$ cat config.mk
export PLATFORM = sky130hd
export DESIGN_NAME = bls_pipe_sub
export DESIGN_NICKNAME = d
export VERILOG_FILES = /design/src/rtl/bls_pipe_sub.sv
export SDC_FILE = /design/constraint.sdc
export NUM_CORES = 1
export LEC_CHECK = 0
export BUFFER_PORTS_ARGS = -buffer_cell sky130_fd_sc_hd__buf_4
export CAP_MARGIN = 20
export CORE_ASPECT_RATIO = 0.75
export CORE_MARGIN = 2
export CORE_UTILIZATION = 27
export DETAILED_ROUTE_END_ITERATION = 7
export GPL_ROUTABILITY_DRIVEN = 1
export PLACE_DENSITY = 0.54
export SYNTH_ARGS = -nofsm -noshare
export SYNTH_HDL_FRONTEND = slang
export SYNTH_SLANG_ARGS = --single-unit
$ cat constraint.sdc
create_clock -name clk -period 7.1 [get_ports clk]
set_input_delay 0.355 -clock clk [delete_from_list [all_inputs] [get_ports clk]]
set_output_delay 0.355 -clock clk [all_outputs]
set_load 0.02 [all_outputs]
$ cat src/rtl/bls_pipe_sub.sv
// bls_pipe_sub: two-stage borrow-lookahead subtractor, diff = a - b - bin; BLS_FLAGS_EN adds zero/neg/ovf.
// Latency 2 cycles at 1 op/cycle; a stalled output holds both stages, in_ready falls only when both are full.
module bls_pipe_sub #(
  parameter int WIDTH = 32
) (
  input  logic             clk,
  input  logic             reset,
  input  logic             in_valid,
  output logic             in_ready,
  input  logic [WIDTH-1:0] a,
  input  logic [WIDTH-1:0] b,
  input  logic             bin,
  output logic             out_valid,
  input  logic             out_ready,
  output logic [WIDTH-1:0] diff,
  output logic             bout
`ifdef BLS_FLAGS_EN
  ,
  output logic             zero,
  output logic             neg,
  output logic             ovf
`endif
);

  localparam int HALF = WIDTH / 2;

  // Returns {borrow_out, diff} for one half; 4-bit groups are flattened, groups ripple.
  function automatic logic [HALF:0] sub_half(input logic [HALF-1:0] x,
                                             input logic [HALF-1:0] y,
                                             input logic            bi);
    logic [HALF-1:0] g, p, d;
    logic [HALF:0]   bor;
    logic [3:0]      gg, pp;
    logic            c;
    g      = ~x & y;
    p      = ~(x ^ y);
    bor    = '0;
    bor[0] = bi;
    for (int k = 0; k < HALF / 4; k++) begin
      gg = g[4*k +: 4];
      pp = p[4*k +: 4];
      c  = bor[4*k];
      bor[4*k+1] = gg[0] | (pp[0] & c);
      bor[4*k+2] = gg[1] | (pp[1] & gg[0]) | (pp[1] & pp[0] & c);
      bor[4*k+3] = gg[2] | (pp[2] & gg[1]) | (pp[2] & pp[1] & gg[0])
                 | (pp[2] & pp[1] & pp[0] & c);
      bor[4*k+4] = gg[3] | (pp[3] & gg[2]) | (pp[3] & pp[2] & gg[1])
                 | (pp[3] & pp[2] & pp[1] & gg[0]) | (pp[3] & pp[2] & pp[1] & pp[0] & c);
    end
    d = x ^ y ^ bor[HALF-1:0];
    return {bor[HALF], d};
  endfunction

  logic            s1_valid_q, s1_valid_d;
  logic [HALF-1:0] s1_dlo_q, s1_dlo_d;
  logic            s1_bmid_q, s1_bmid_d;
  logic [HALF-1:0] s1_ahi_q, s1_ahi_d;
  logic [HALF-1:0] s1_bhi_q, s1_bhi_d;
  logic             s2_valid_q, s2_valid_d;
  logic [WIDTH-1:0] diff_q, diff_d;
  logic             bout_q, bout_d;
`ifdef BLS_FLAGS_EN
  logic zero_q, zero_d, neg_q, neg_d, ovf_q, ovf_d;
`endif

  logic            s2_acc, in_acc;
  logic [HALF:0]   lo_res, hi_res;
  logic [WIDTH-1:0] diff_new;

  always_comb begin
    s2_acc   = !s2_valid_q || out_ready;
    // Reset forces readiness so upstream never sees a stall across reset.
    in_ready = reset || !s1_valid_q || s2_acc;
    in_acc   = in_valid && in_ready && !reset;
    lo_res   = sub_half(a[HALF-1:0], b[HALF-1:0], bin);
    hi_res   = sub_half(s1_ahi_q, s1_bhi_q, s1_bmid_q);
    diff_new = {hi_res[HALF-1:0], s1_dlo_q};

    s1_valid_d = s1_valid_q;
    s1_dlo_d   = s1_dlo_q;
    s1_bmid_d  = s1_bmid_q;
    s1_ahi_d   = s1_ahi_q;
    s1_bhi_d   = s1_bhi_q;
    s2_valid_d = s2_valid_q;
    diff_d     = diff_q;
    bout_d     = bout_q;
`ifdef BLS_FLAGS_EN
    zero_d = zero_q;
    neg_d  = neg_q;
    ovf_d  = ovf_q;
`endif

    if (in_acc) begin
      s1_valid_d = 1'b1;
      s1_dlo_d   = lo_res[HALF-1:0];
      s1_bmid_d  = lo_res[HALF];
      s1_ahi_d   = a[WIDTH-1:HALF];
      s1_bhi_d   = b[WIDTH-1:HALF];
    end else if (s2_acc) begin
      s1_valid_d = 1'b0;
    end

    if (s2_acc) begin
      s2_valid_d = s1_valid_q;
      if (s1_valid_q) begin
        diff_d = diff_new;
        bout_d = hi_res[HALF];
`ifdef BLS_FLAGS_EN
        zero_d = (diff_new == '0);
        neg_d  = diff_new[WIDTH-1];
        ovf_d  = (s1_ahi_q[HALF-1] ^ s1_bhi_q[HALF-1]) & (s1_ahi_q[HALF-1] ^ diff_new[WIDTH-1]);
`endif
      end
    end
  end

  always_ff @(posedge clk) begin
    if (reset) begin
      s1_valid_q <= 1'b0;
      s1_dlo_q   <= '0;
      s1_bmid_q  <= 1'b0;
      s1_ahi_q   <= '0;
      s1_bhi_q   <= '0;
      s2_valid_q <= 1'b0;
      diff_q     <= '0;
      bout_q     <= 1'b0;
`ifdef BLS_FLAGS_EN
      zero_q <= 1'b0;
      neg_q  <= 1'b0;
      ovf_q  <= 1'b0;
`endif
    end else begin
      s1_valid_q <= s1_valid_d;
      s1_dlo_q   <= s1_dlo_d;
      s1_bmid_q  <= s1_bmid_d;
      s1_ahi_q   <= s1_ahi_d;
      s1_bhi_q   <= s1_bhi_d;
      s2_valid_q <= s2_valid_d;
      diff_q     <= diff_d;
      bout_q     <= bout_d;
`ifdef BLS_FLAGS_EN
      zero_q <= zero_d;
      neg_q  <= neg_d;
      ovf_q  <= ovf_d;
`endif
    end
  end

  assign out_valid = s2_valid_q;
  assign diff      = diff_q;
  assign bout      = bout_q;
`ifdef BLS_FLAGS_EN
  assign zero = zero_q;
  assign neg  = neg_q;
  assign ovf  = ovf_q;
`endif

endmodule

==> results of run 1 <==
[cells in the mapped netlist, types with 2 or more instances]
master	instances	area share, %
sky130_fd_sc_hd__dfxtp_1	84	39
sky130_fd_sc_hd__nand2_1	83	7.2
sky130_fd_sc_hd__inv_1	41	3.6
sky130_fd_sc_hd__ha_1	32	9.3
sky130_fd_sc_hd__a21oi_1	31	3.6
sky130_fd_sc_hd__o21ai_0	27	3.1
sky130_fd_sc_hd__clkbuf_1	24	2.1
sky130_fd_sc_hd__nor2_1	24	2.1
sky130_fd_sc_hd__nand2b_1	21	3.1
sky130_fd_sc_hd__o31ai_1	18	3.1
sky130_fd_sc_hd__a211oi_1	15	2.6
sky130_fd_sc_hd__xnor2_1	13	2.6
sky130_fd_sc_hd__nand3b_1	11	1.9
sky130_fd_sc_hd__fa_1	8	3.7
sky130_fd_sc_hd__nor3_1	8	0.93
sky130_fd_sc_hd__a21o_1	7	1.2
sky130_fd_sc_hd__o21ai_1	7	0.81
sky130_fd_sc_hd__xor2_1	5	1.0
sky130_fd_sc_hd__a211oi_2	3	0.87
sky130_fd_sc_hd__a31oi_1	3	0.44
sky130_fd_sc_hd__buf_1	3	0.26
sky130_fd_sc_hd__nand3_1	3	0.35
sky130_fd_sc_hd__nor2b_1	3	0.44
sky130_fd_sc_hd__a21oi_2	2	0.41
sky130_fd_sc_hd__and3_1	2	0.29
sky130_fd_sc_hd__or2_2	2	0.29
[worst reg2reg max path, cell delays in order (launching register included)]
cell                       delay [ps]
sky130_fd_sc_hd__dfxtp_1          360
sky130_fd_sc_hd__inv_1             70
sky130_fd_sc_hd__ha_1             300
sky130_fd_sc_hd__and3_4           200
sky130_fd_sc_hd__a211oi_2         400
sky130_fd_sc_hd__a31oi_1          210
sky130_fd_sc_hd__o21ai_0          300
sky130_fd_sc_hd__nand2b_1         110
sky130_fd_sc_hd__fa_1             390
sky130_fd_sc_hd__xnor2_1          160
sky130_fd_sc_hd__nand2_1           70
sky130_fd_sc_hd__a21oi_1          170
[routing by layer]
layer | vias up | share of wire, %
met2 | 68 | 44
met1 | 1658 | 50
met5 | - | 0
li1 | 1897 | -
met3 | 15 | 4.7
met4 | 0 | 1.8
[path summary, 6_finish.rpt]
check / from / end / slack (ps)
worst max-delay path: s1_ahi_q[4] / diff[29] / 4290
worst min-delay path: a[21] / s1_ahi_q[5] / 210
worst min register to register: s1_dlo_q[8] / diff[8] / 450
worst max register to register: s1_ahi_q[4] / diff[29] / 4290
[sequential cells by signal, indices dropped and copies added (netlist names)]
register	cells
s1_ahi_q	16
s1_bmid_q	1
diff	32
out_valid	1
bout	1
s1_bhi_q	16
s1_dlo_q	16
s1_valid_q	1
[cell type report]
class | instances | area, µm² | share of cell area [%]
inverters | 41 | 154 | 2.76
well taps | 205 | 256 | 4.60
multi-input cells | 352 | 2380 | 42.7
repair buffers | 105 | 796 | 14.3
clock buffers | 9 | 225 | 4.04
flip-flops and latches | 84 | 1680 | 30.1
clock inverters | 7 | 82.6 | 1.48
[where the power goes]
group | switching, mW | total (mW) | internal, mW
clock | 0.207 | 0.485 | 0.278
combinational | 0.158 | 0.293 | 0.135
sequential | 0.0203 | 0.530 | 0.510
total | 0.385 | 1.31 | 0.922
[cells in the final DEF, fill, tap and decap left out, types with 2 or more instances in the layout]
cell type	n
sky130_fd_sc_hd__a31oi_1	3
sky130_fd_sc_hd__nand2b_1	21
sky130_fd_sc_hd__clkbuf_16	9
sky130_fd_sc_hd__or2_2	2
sky130_fd_sc_hd__o21ai_0	27
sky130_fd_sc_hd__nand3_1	3
sky130_fd_sc_hd__fa_1	8
sky130_fd_sc_hd__o31ai_1	18
sky130_fd_sc_hd__ha_1	32
sky130_fd_sc_hd__o21ai_1	7
sky130_fd_sc_hd__inv_1	41
sky130_fd_sc_hd__nand2_1	83
sky130_fd_sc_hd__a211oi_1	15
sky130_fd_sc_hd__a21oi_1	30
sky130_fd_sc_hd__xnor2_1	13
sky130_fd_sc_hd__xor2_1	5
sky130_fd_sc_hd__a21o_1	7
sky130_fd_sc_hd__and3_1	2
sky130_fd_sc_hd__nor2_1	24
sky130_fd_sc_hd__buf_4	104
sky130_fd_sc_hd__inv_6	2
sky130_fd_sc_hd__dfxtp_1	84
sky130_fd_sc_hd__nor2b_1	2
sky130_fd_sc_hd__a21oi_2	2
sky130_fd_sc_hd__nor3_1	8
sky130_fd_sc_hd__nand3b_1	11
sky130_fd_sc_hd__a211oi_2	3
sky130_fd_sc_hd__clkinvlp_4	2
[through the flow]
step / hold slack (ps) / total power [mW] / cell area, µm² / setup slack, ps
final: 207 / 1.31 / 5580 / 4290
after global routing: 212 / 1.38 / 5580 / 4020
after CTS: 195 / 1.32 / 5560 / 4310
after detailed placement: 445 / 0.834 / 5260 / 4290
after global placement: 442 / 0.828 / 5260 / 4400
after floorplan: 432 / 0.735 / 4300 / 4670
[logic make-up (layout without fill, tap and decap cells)]
family | count (synthesis) | after routing | share of synthesized area (%)
xor gates and xnor gates | 18 | 18 | 3.66
AOI/OAI and AO/OA | 129 | 129 | 19.8
DFF | 84 | 84 | 39.1
and+or+nand+nor | 165 | 165 | 18.5
buffers and inverters | 68 | 162 | 5.93
adders and majority gates | 40 | 40 | 13.0
==> load_flow_metrics.sql, run 1 <==
INSERT INTO impl_metrics (metric_group, metric, value, unit) VALUES
('sta', 'clock_skew', '7.93', 'ps'),
('floorplan', 'die_y', '113', 'µm'),
('placement', 'dp.cells', '786', ''),
('setup_path', 'critPathCaptureType', 'flip-flop', ''),
('floorplan', 'fp.coreArea', '15400', 'µm²'),
('cells_and_area', 'final_layout_size_suffix_gt1_share', '23.4', '%'),
('detailed_routing', 'drt_first_pass_iters', '4', ''),
('setup_path', 'worst-endpoint-arrival', '3080', 'ps'),
('synthesis', 'count_of_unique_library_cells_instantiated_by_yosys', '50', ''),
('sta', 'maxSlewViolCount', '0', ''),
('grt', 'antenna_found_initial', '0', ''),
('placement', 'dpl.hpwl', '7790', 'µm'),
('floorplan', 'initial_utilization', '27.9', '%'),
('run_status', 'status', 'finished, final reports clean', ''),
('clock_network', 'cts_tree', 'done', ''),
('setup_path', 'logic_depth_of_the_worst_setup_path_including_buffers', '11', ''),
('sta', 'worst-slew-pin-transition', '1010', 'ps'),
('grt', 'grt_pass1_wl', '17300', 'µm'),
('synthesis', 'synth_area', '4300', 'µm²'),
('floorplan', 'dieArea', '17000', 'µm²'),
('power', 'power.static_leakage', '2.37', 'nW'),
('setup_path', 'cp_cell_sequence', 'inv_1, ha_1, and3_4, a211oi_2, a31oi_1, o21ai_0, nand2b_1, fa_1, xnor2_1, nand2_1, a21oi_1', ''),
('cells_and_area', 'n_fill_cell', '1648', ''),
('cells_and_area', 'layout.cells.non_filler', '803', ''),
('setup_path', 'family_of_cells_with_the_greatest_summed_delay_on_the_critical_path', 'compound AO/OA/AOI/OAI gates', ''),
('sta', 'setup_viol', '0', ''),
('floorplan', 'ios', '104', ''),
('synthesis', 'postSynthCellCount', '504', ''),
('cells_and_area', 'post_layout_util', '36.2', '%'),
('clock_network', 'cts.sink_count', '84', ''),
('grt', 'track_usage', '12.8', '%'),
('detailed_routing', 'route.antenna.remaining_nets', '0', ''),
('synthesis', 'yosysSeqAreaShare', '39.1', '%'),
('cells_and_area', 'antenna-diode-count', '0', ''),
('setup_path', 'cp-start-kind', 'flip-flop', ''),
('cells_and_area', 'area_growth', '29.7', '%'),
('worst_hold_path', 'worstHoldPathType', 'in2reg', ''),
('grt', 'busiest_layer', 'met2', ''),
('setup_path', 'worst-path-buf-inv', '1', ''),
('grt', 'grt_util_met3', '3.23', '%'),
('clock_network', 'cts_inserted_buffers', '9', ''),
('grt', 'met1_usage', '17.3', '%'),
('synthesis', 'yosysWarnings', '0', ''),
('sta', 'fmax', '355', 'MHz'),
('sta', 'timing.setup.tns', '0', 'ps'),
('placement', 'routabilityCongestion', '0.844', ''),
('clock_network', 'postCtsSetupRepairBufs', '0', ''),
('synthesis', 'syn_area_per_cell', '8.53', 'µm²'),
('detailed_routing', 'route.final.wire_length', '10700', 'µm'),
('synthesis', 'dominantRegCellSynth', 'sky130_fd_sc_hd__dfxtp_1', ''),
('detailed_routing', 'dr_total_vias', '3638', ''),
('grt', 'via_count_of_the_first_global_routing_pass', '3632', ''),
('flow_run', 'drv_cap', '0', ''),
('placement', 'numPortBuffers', '103', ''),
('clock_network', 'cts-hold-fix-buffers', '0', ''),
('clock_network', 'cts_resized', '0', ''),
('synthesis', 'synth_enable_flop_cells', '0', ''),
('synthesis', 'synth_seq_cells', '84', ''),
('power', 'power.density', '234', 'nW/µm²'),
('clock_network', 'clockBufferDepth', '2', ''),
('synthesis', 'ys_async_sr_fraction', '0', '%'),
('detailed_routing', 'via_per_inst', '4.53', ''),
('setup_path', 'critPathSlowestCell', 'sky130_fd_sc_hd__a211oi_2', ''),
('grt', 'use_met2', '20.1', '%'),
('setup_path', 'worst-endpoint-required', '7360', 'ps'),
('floorplan', 'floorplan.rows', '39', ''),
('setup_path', 'crit_fanout', '4', ''),
('grt', 'pin_count_of_the_biggest_net_entering_global_routing', '86', ''),
('clock_network', 'worst_setup_hold_path_clk_slew', '70', 'ps'),
('floorplan', 'die_w', '150', 'µm'),
('synthesis', 'syn-num-nets', '613', '');
No activity file was read; power rests on OpenSTA's default activity.
==> run 2: changes to the inputs <==
==> constraint.sdc (replaced) <==
create_clock -name clk -period 2.8 [get_ports clk]
set_input_delay 0.14 -clock clk [delete_from_list [all_inputs] [get_ports clk]]
set_output_delay 0.14 -clock clk [all_outputs]
set_load 0.02 [all_outputs]
==> load_flow_metrics.sql, run 2 (synthesis gave the netlist of run 1 again) <==
INSERT INTO impl_metrics (metric_group, metric, value, unit) VALUES
('run_status', 'status', 'finished, final reports clean', ''),
('clock_network', 'clock-root-buffer', 'sky130_fd_sc_hd__clkbuf_16', ''),
('sta', 'fin_crit_sh', '94.2', '%'),
('clock_network', 'cts.sink_count', '84', ''),
('cells_and_area', 'max_reg_flops', '32', ''),
('floorplan', 'fp.coreArea', '15400', 'µm²'),
('worst_hold_path', 'worstHoldPathType', 'in2reg', ''),
('detailed_routing', 'route.final.wire_length', '10500', 'µm'),
('sta', 'timing.setup.tns', '0', 'ps'),
('detailed_routing', 'dr_total_vias', '3660', ''),
('worst_hold_path', 'worst_hold_startpoint', 'b[24]', ''),
('setup_path', 'logic_depth_of_the_worst_setup_path_including_buffers', '12', ''),
('clock_network', 'htree_levels', '3', ''),
('grt', 'grt_pass1_wl', '16800', 'µm'),
('detailed_routing', 'via_per_inst', '4.47', ''),
('setup_path', 'max_stage_delay', '400', 'ps'),
('setup_path', 'worst-endpoint-arrival', '2900', 'ps'),
('grt', 'track_usage', '12.5', '%'),
('sta', 'fmax', '379', 'MHz'),
('power', 'p_total', '3.32', 'mW'),
('cells_and_area', 'final_layout_size_suffix_gt1_share', '23.8', '%'),
('placement', 'dpl.hpwl', '7980', 'µm'),
('floorplan', 'initial_utilization', '27.9', '%'),
('setup_path', 'timing.rr.start', 's1_ahi_q[0]', ''),
('clock_network', 'postCtsSetupRepairBufs', '0', ''),
('setup_path', 'critPathSlowestCell', 'sky130_fd_sc_hd__fa_1', ''),
('setup_path', 'cp_cell_sequence', 'inv_1, ha_1, a211oi_2, nor2_2, o211ai_2, a31oi_2, o21ai_2, nand2b_1, fa_1, xnor2_1, nand2_1, a21oi_1', ''),
('setup_path', 'critical_path.endpoint', 'diff[29]', ''),
('setup_path', 'critical_path_class', 'reg2reg', ''),
('cells_and_area', 'mostFrequentLayoutCell', 'sky130_fd_sc_hd__buf_4', ''),
('sta', 'clock_skew', '6.83', 'ps'),
('detailed_routing', 'drt_first_pass_iters', '4', ''),
('grt', 'gr-total-overflow', '0', ''),
('clock_network', 'clockBufferDepth', '2', ''),
('setup_path', 'worst-path-buf-inv', '1', ''),
('clock_network', 'worstSkewPairLatency', '340', 'ps'),
('grt', 'antenna_found_initial', '0', ''),
('power', 'pwr-share-seq', '40.5', '%'),
('floorplan', 'floorplan.rows', '39', ''),
('floorplan', 'die_w', '150', 'µm'),
('sta', 'setup_viol', '0', ''),
('grt', 'via_count_of_the_first_global_routing_pass', '3475', ''),
('power', 'vdd_drop_max', '0.296', 'mV'),
('power', 'power.clock.fraction', '36.4', '%'),
('sta', 'finalCriticalPeriod', '2640', 'ps'),
('setup_path', 'critPathCaptureType', 'flip-flop', ''),
('power', 'logic_gate_share_of_total_power', '23.1', '%'),
('sta', 'hold_ws', '4.53', 'ps'),
('sta', 'final_hold_viol_count', '0', ''),
('cells_and_area', 'antenna-diode-count', '0', ''),
('power', 'power.static_leakage', '2.44', 'nW'),
('floorplan', 'ios', '104', ''),
('flow_run', 'drv_cap', '0', ''),
('placement', 'routabilityCongestion', '0.801', ''),
('placement', 'numPortBuffers', '103', ''),
('setup_path', 'crit_fanout', '4', ''),
('power', 'power.density', '579', 'nW/µm²'),
('power', 'netSwitchingPower', '962', 'µW'),
('clock_network', 'cts_inserted_buffers', '9', ''),
('grt', 'pin_count_of_the_biggest_net_entering_global_routing', '45', ''),
('sta', 'timing.max_slew.rel_slack', '47.8', '%'),
('setup_path', 'rr_worst_depth', '12', ''),
('setup_path', 'startpoint', 's1_ahi_q[0]', ''),
('setup_path', 'timing.reg2reg.setup_slack', '160', 'ps'),
('clock_network', 'worst_setup_hold_path_clk_slew', '70', 'ps'),
('floorplan', 'die_y', '113', 'µm'),
('setup_path', 'family_of_cells_with_the_greatest_summed_delay_on_the_critical_path', 'compound AO/OA/AOI/OAI gates', ''),
('cells_and_area', 'num-nets-final', '718', ''),
('cells_and_area', 'area_growth', '33.3', '%'),
('setup_path', 'cp-start-kind', 'flip-flop', ''),
('setup_path', 'worst-endpoint-required', '3070', 'ps'),
('worst_hold_path', 'min_path_cells', '3', ''),
('detailed_routing', 'drt_first_iter_violations', '179', ''),
('detailed_routing', 'drc', '0', ''),
('sta', 'worst-slew-pin-transition', '784', 'ps'),
('sta', 'maxSlewViolCount', '0', ''),
('clock_network', 'cts_tree', 'done', ''),
('floorplan', 'dieArea', '17000', 'µm²'),
('detailed_routing', 'route.antenna.remaining_nets', '0', ''),
('setup_path', 'crit-reg2reg-capture', 'diff[29]', ''),
('power', 'swShare', '29.0', '%'),
('detailed_routing', 'post_drt_wl_per_cell', '12.8', 'µm'),
('cells_and_area', 'most-common-layout-cells', 'sky130_fd_sc_hd__buf_4, sky130_fd_sc_hd__dfxtp_1, sky130_fd_sc_hd__nand2_1', ''),
('power', 'cell_internal_pwr', '2.36', 'mW');
## run 2: routing by layer
metal / track usage, % / part of all wire [%] / vias to the layer above
met2: 19.6 / 45 / 65
met1: 16.7 / 49 / 1657
met3: 3.91 / 5.5 / 8
met4: 3.02 / 1.0 / 0
li1: - / - / 1930
met5: 0 / 0 / -
## run 2: how the worst min path moves through the flow
stage                   endpoint  slack [ps]
finish               s1_bhi_q[8]           5
detailed placement  s1_ahi_q[11]         340
global route        s1_ahi_q[12]           4
CTS                 s1_bhi_q[14]         0.2
floorplan            s1_ahi_q[0]         250
global placement    s1_ahi_q[13]         340
## run 2: layout make-up
type	instances	area, µm²
timing repair buffer	121	938
clock inverter	7	83.8
sequential	84	1680
multi-input combinational	352	2390
fill	1605	9690
inverter	41	154
tap	205	256
clock buffer	9	225
## run 2: power groups by stage
stage	Clock [mW]	Sequential (mW)	Combinational, mW
2_1_floorplan	0	1.40	0.466
3_5_place_dp	0	1.37	0.753
6_report	1.21	1.34	0.766
4_1_cts	1.25	1.34	0.771
3_3_place_gp	0	1.37	0.741
5_1_grt	1.30	1.35	0.858
## run 2: repair_timing
action | in CTS | in global routing
resized for setup | 0 | 3
endpoints found under the setup margin | 0 | 1
hold buffers | 12 | 0
endpoints found under the hold margin | 12 | 0
## run 2: tightest hold or removal path, stage by stage
cell,delay [ps]
sky130_fd_sc_hd__buf_4,70
sky130_fd_sc_hd__nand2_1,40
sky130_fd_sc_hd__o21ai_0,60
## run 2: per-stage QoR
step / instances / area (µm²) / worst slack (ps) / util, %
detailed placement: 791 / 5290 / 89.4 / 34.3
floorplan: 504 / 4300 / 385 / -
global route: 819 / 5730 / -21.7 / 37.2
finish: 819 / 5730 / 162 / 37.2
global placement: 791 / 5290 / 187 / 34.3
CTS: 819 / 5720 / 59.2 / 37.1
==> run 3: changes to the inputs <==
--- a/config.mk
+++ b/config.mk
@@ -8,11 +8,10 @@
 export BUFFER_PORTS_ARGS = -buffer_cell sky130_fd_sc_hd__buf_4
 export CAP_MARGIN = 20
 export CORE_ASPECT_RATIO = 0.75
-export CORE_MARGIN = 2
-export CORE_UTILIZATION = 27
+export CORE_UTILIZATION = 50
 export DETAILED_ROUTE_END_ITERATION = 7
 export GPL_ROUTABILITY_DRIVEN = 1
-export PLACE_DENSITY = 0.54
+export PLACE_DENSITY = 0.83
 export SYNTH_ARGS = -nofsm -noshare
 export SYNTH_HDL_FRONTEND = slang
 export SYNTH_SLANG_ARGS = --single-unit
==> constraint.sdc (replaced) <==
create_clock -name clk -period 2.5 [get_ports clk]
set_input_delay 0.125 -clock clk [delete_from_list [all_inputs] [get_ports clk]]
set_output_delay 0.125 -clock clk [all_outputs]
set_load 0.02 [all_outputs]
==> load_flow_metrics.sql, run 3 (synthesis gave the netlist of run 1 again) <==
INSERT INTO impl_metrics (metric_group, metric, value, unit) VALUES
('setup_path', 'critPathCaptureType', 'flip-flop', ''),
('detailed_routing', 'route.antenna.remaining_nets', '0', ''),
('power', 'power.clock.fraction', '35.2', '%'),
('cells_and_area', 'antenna-diode-count', '0', ''),
('detailed_routing', 'post_drt_wl_per_cell', '14.6', 'µm'),
('sta', 'timing.max_slew.rel_slack', '31.3', '%'),
('floorplan', 'dieArea', '8980', 'µm²'),
('placement', 'routabilityCongestion', '0.836', ''),
('sta', 'final_hold_viol_count', '0', ''),
('clock_network', 'clock-root-buffer', 'sky130_fd_sc_hd__clkbuf_16', ''),
('placement', 'placed_area', '5200', 'µm²'),
('worst_hold_path', 'worstHoldPathType', 'in2reg', ''),
('detailed_routing', 'drt_first_iter_violations', '212', ''),
('cells_and_area', 'mostFrequentLayoutCell', 'sky130_fd_sc_hd__buf_4', ''),
('sta', 'clock_skew', '8.77', 'ps'),
('flow_run', 'drv_cap', '0', ''),
('power', 'power.density', '646', 'nW/µm²'),
('sta', 'hold_ws', '8.86', 'ps'),
('power', 'cell_internal_pwr', '2.71', 'mW'),
('sta', 'rsz0062_at_grt', 'yes', ''),
('grt', 'via_count_of_the_first_global_routing_pass', '3725', ''),
('floorplan', 'die_w', '109', 'µm'),
('floorplan', 'fp.coreArea', '8130', 'µm²'),
('power', 'logic_gate_share_of_total_power', '24.9', '%'),
('sta', 'timing.setup.tns', '0', 'ps'),
('setup_path', 'worst-endpoint-required', '2760', 'ps'),
('setup_path', 'crit_fanout', '2', ''),
('cells_and_area', 'final_layout_size_suffix_gt1_share', '26.6', '%'),
('detailed_routing', 'drc', '0', ''),
('detailed_routing', 'drt_first_pass_iters', '4', ''),
('clock_network', 'cts.sink_count', '84', ''),
('cells_and_area', 'max_reg_flops', '32', ''),
('power', 'pwr-share-seq', '39.9', '%'),
('sta', 'finalCriticalPeriod', '2410', 'ps'),
('placement', 'numPortBuffers', '103', ''),
('sta', 'fmax', '415', 'MHz'),
('cells_and_area', 'n_fill_cell', '612', ''),
('setup_path', 'critPathSlowestCell', 'sky130_fd_sc_hd__fa_2', ''),
('cells_and_area', 'most-common-layout-cells', 'sky130_fd_sc_hd__buf_4, sky130_fd_sc_hd__nand2_1, sky130_fd_sc_hd__dfxtp_1', ''),
('sta', 'setup_viol', '0', ''),
('power', 'p_total', '3.79', 'mW'),
('grt', 'grt_pass1_wl', '17000', 'µm'),
('cells_and_area', 'area_growth', '36.4', '%'),
('detailed_routing', 'via_per_inst', '5.24', ''),
('placement', 'dpl.hpwl', '7180', 'µm'),
('floorplan', 'die_y', '82.3', 'µm'),
('power', 'swShare', '28.4', '%'),
('grt', 'antenna_found_initial', '0', ''),
('run_status', 'status', 'finished, final reports clean', ''),
('detailed_routing', 'dr_total_vias', '3858', ''),
('power', 'netSwitchingPower', '1.08', 'mW'),
('setup_path', 'max_stage_delay', '380', 'ps'),
('setup_path', 'cp-start-kind', 'flip-flop', ''),
('power', 'power.static_leakage', '2.53', 'nW'),
('floorplan', 'ios', '104', ''),
('clock_network', 'worst_setup_hold_path_clk_slew', '60', 'ps'),
('cells_and_area', 'num-nets-final', '735', ''),
('grt', 'pin_count_of_the_biggest_net_entering_global_routing', '85', ''),
('detailed_routing', 'route.final.wire_length', '10700', 'µm'),
('clock_network', 'htree_levels', '3', ''),
('floorplan', 'initial_utilization', '52.9', '%'),
('grt', 'track_usage', '24.5', '%'),
('floorplan', 'floorplan.rows', '28', ''),
('sta', 'maxSlewViolCount', '0', ''),
('placement', 'dp.cells', '695', ''),
('grt', 'gr-total-overflow', '0', ''),
('power', 'vdd_drop_max', '0.436', 'mV'),
('clock_network', 'worstSkewPairLatency', '330', 'ps'),
('setup_path', 'critical_path_class', 'reg2reg', ''),
('sta', 'worst-slew-pin-transition', '1030', 'ps'),
('setup_path', 'worst-endpoint-arrival', '2670', 'ps'),
('clock_network', 'cts_tree', 'done', ''),
('cells_and_area', 'final_area', '5870', 'µm²'),
('clock_network', 'cts_inserted_buffers', '9', ''),
('cells_and_area', 'layout.cells.non_filler', '736', ''),
('setup_path', 'cp_cell_sequence', 'inv_2, ha_4, a211oi_2, nor2_2, o211ai_2, a31oi_1, o21ai_1, nand2b_1, fa_2, xnor2_2, nand2_1, a21oi_2', ''),
('clock_network', 'clockBufferDepth', '2', ''),
('sta', 'fin_crit_sh', '96.4', '%');
## run 3: cell types whose count changed in the layout (fill, tap and decap cells not counted), moves of 3 or more
cell	previous run	this run
sky130_fd_sc_hd__buf_4	109	115
sky130_fd_sc_hd__dfxtp_1	84	81
sky130_fd_sc_hd__dfxtp_2	0	3
sky130_fd_sc_hd__dlygate4sd3_1	12	22
sky130_fd_sc_hd__ha_1	32	26
sky130_fd_sc_hd__ha_4	0	5
## run 3: worst paths after layout
kind / startpoint / end / slack [ps] / depth (start not counted)
worst max-delay path: s1_ahi_q[0] / diff[29] / 90 / 12
worst min-delay path: b[20] / s1_bhi_q[4] / 9 / 3
worst max register to register: s1_ahi_q[0] / diff[29] / 90 / 12
worst min register to register: s1_dlo_q[2] / diff[2] / 450 / 2
## run 3: per-layer routing
metal  part of all wire, %  up-vias  global-route usage (%)
li1                      -     1963                       -
met2                    49       97                    42.3
met5                     0        -                       0
met4                   1.1        0                    7.57
met3                   5.1       13                    5.81
met1                    45     1785                    30.6
## run 3: through the flow
stage	util, %	worst slack, ps
after floorplan	-	85.3
after global placement	64.0	2.36
after detailed placement	64.0	-114
after CTS	70.5	-15.1
after global routing	72.2	-40.0
final	72.2	91.0
## run 3: power by group through the flow
stage	combinational [mW]	clock, mW	sequential (mW)
after floorplan	0.522	0	1.56
after global placement	0.815	0	1.53
after detailed placement	0.845	0	1.54
after CTS	0.891	1.35	1.51
after global routing	1.04	1.41	1.52
final	0.944	1.33	1.51
## run 3: area by class of cell
cell class,count,area [µm²],area share (%)
inverter,41,154,2.62
clock inverter,5,61.3,1.04
multi-input combinational,352,2480,42.3
timing repair buffer,138,1110,18.9
tap,105,131,2.24
clock buffer,11,243,4.14
sequential,84,1690,28.7
## run 3: repair_timing
item                                    in CTS  in global routing
gates resized for setup                      5                 15
buffers inserted                             0                  2
pin swaps                                    5                 10
endpoints found under the hold margin       21                  1
hold buffers                                21                  1
endpoints found under the setup margin       2                  2
## run 3: worst max-delay path, delay by kind of cell (launching register included)
family | cells | cell delay (ps)
buffers and inverters | 1 | 50
xor gates and xnor gates | 1 | 130
adders and majority gates | 2 | 590
AOI/OAI and AO/OA | 5 | 950
DFF | 1 | 350
and+or+nand+nor | 3 | 260
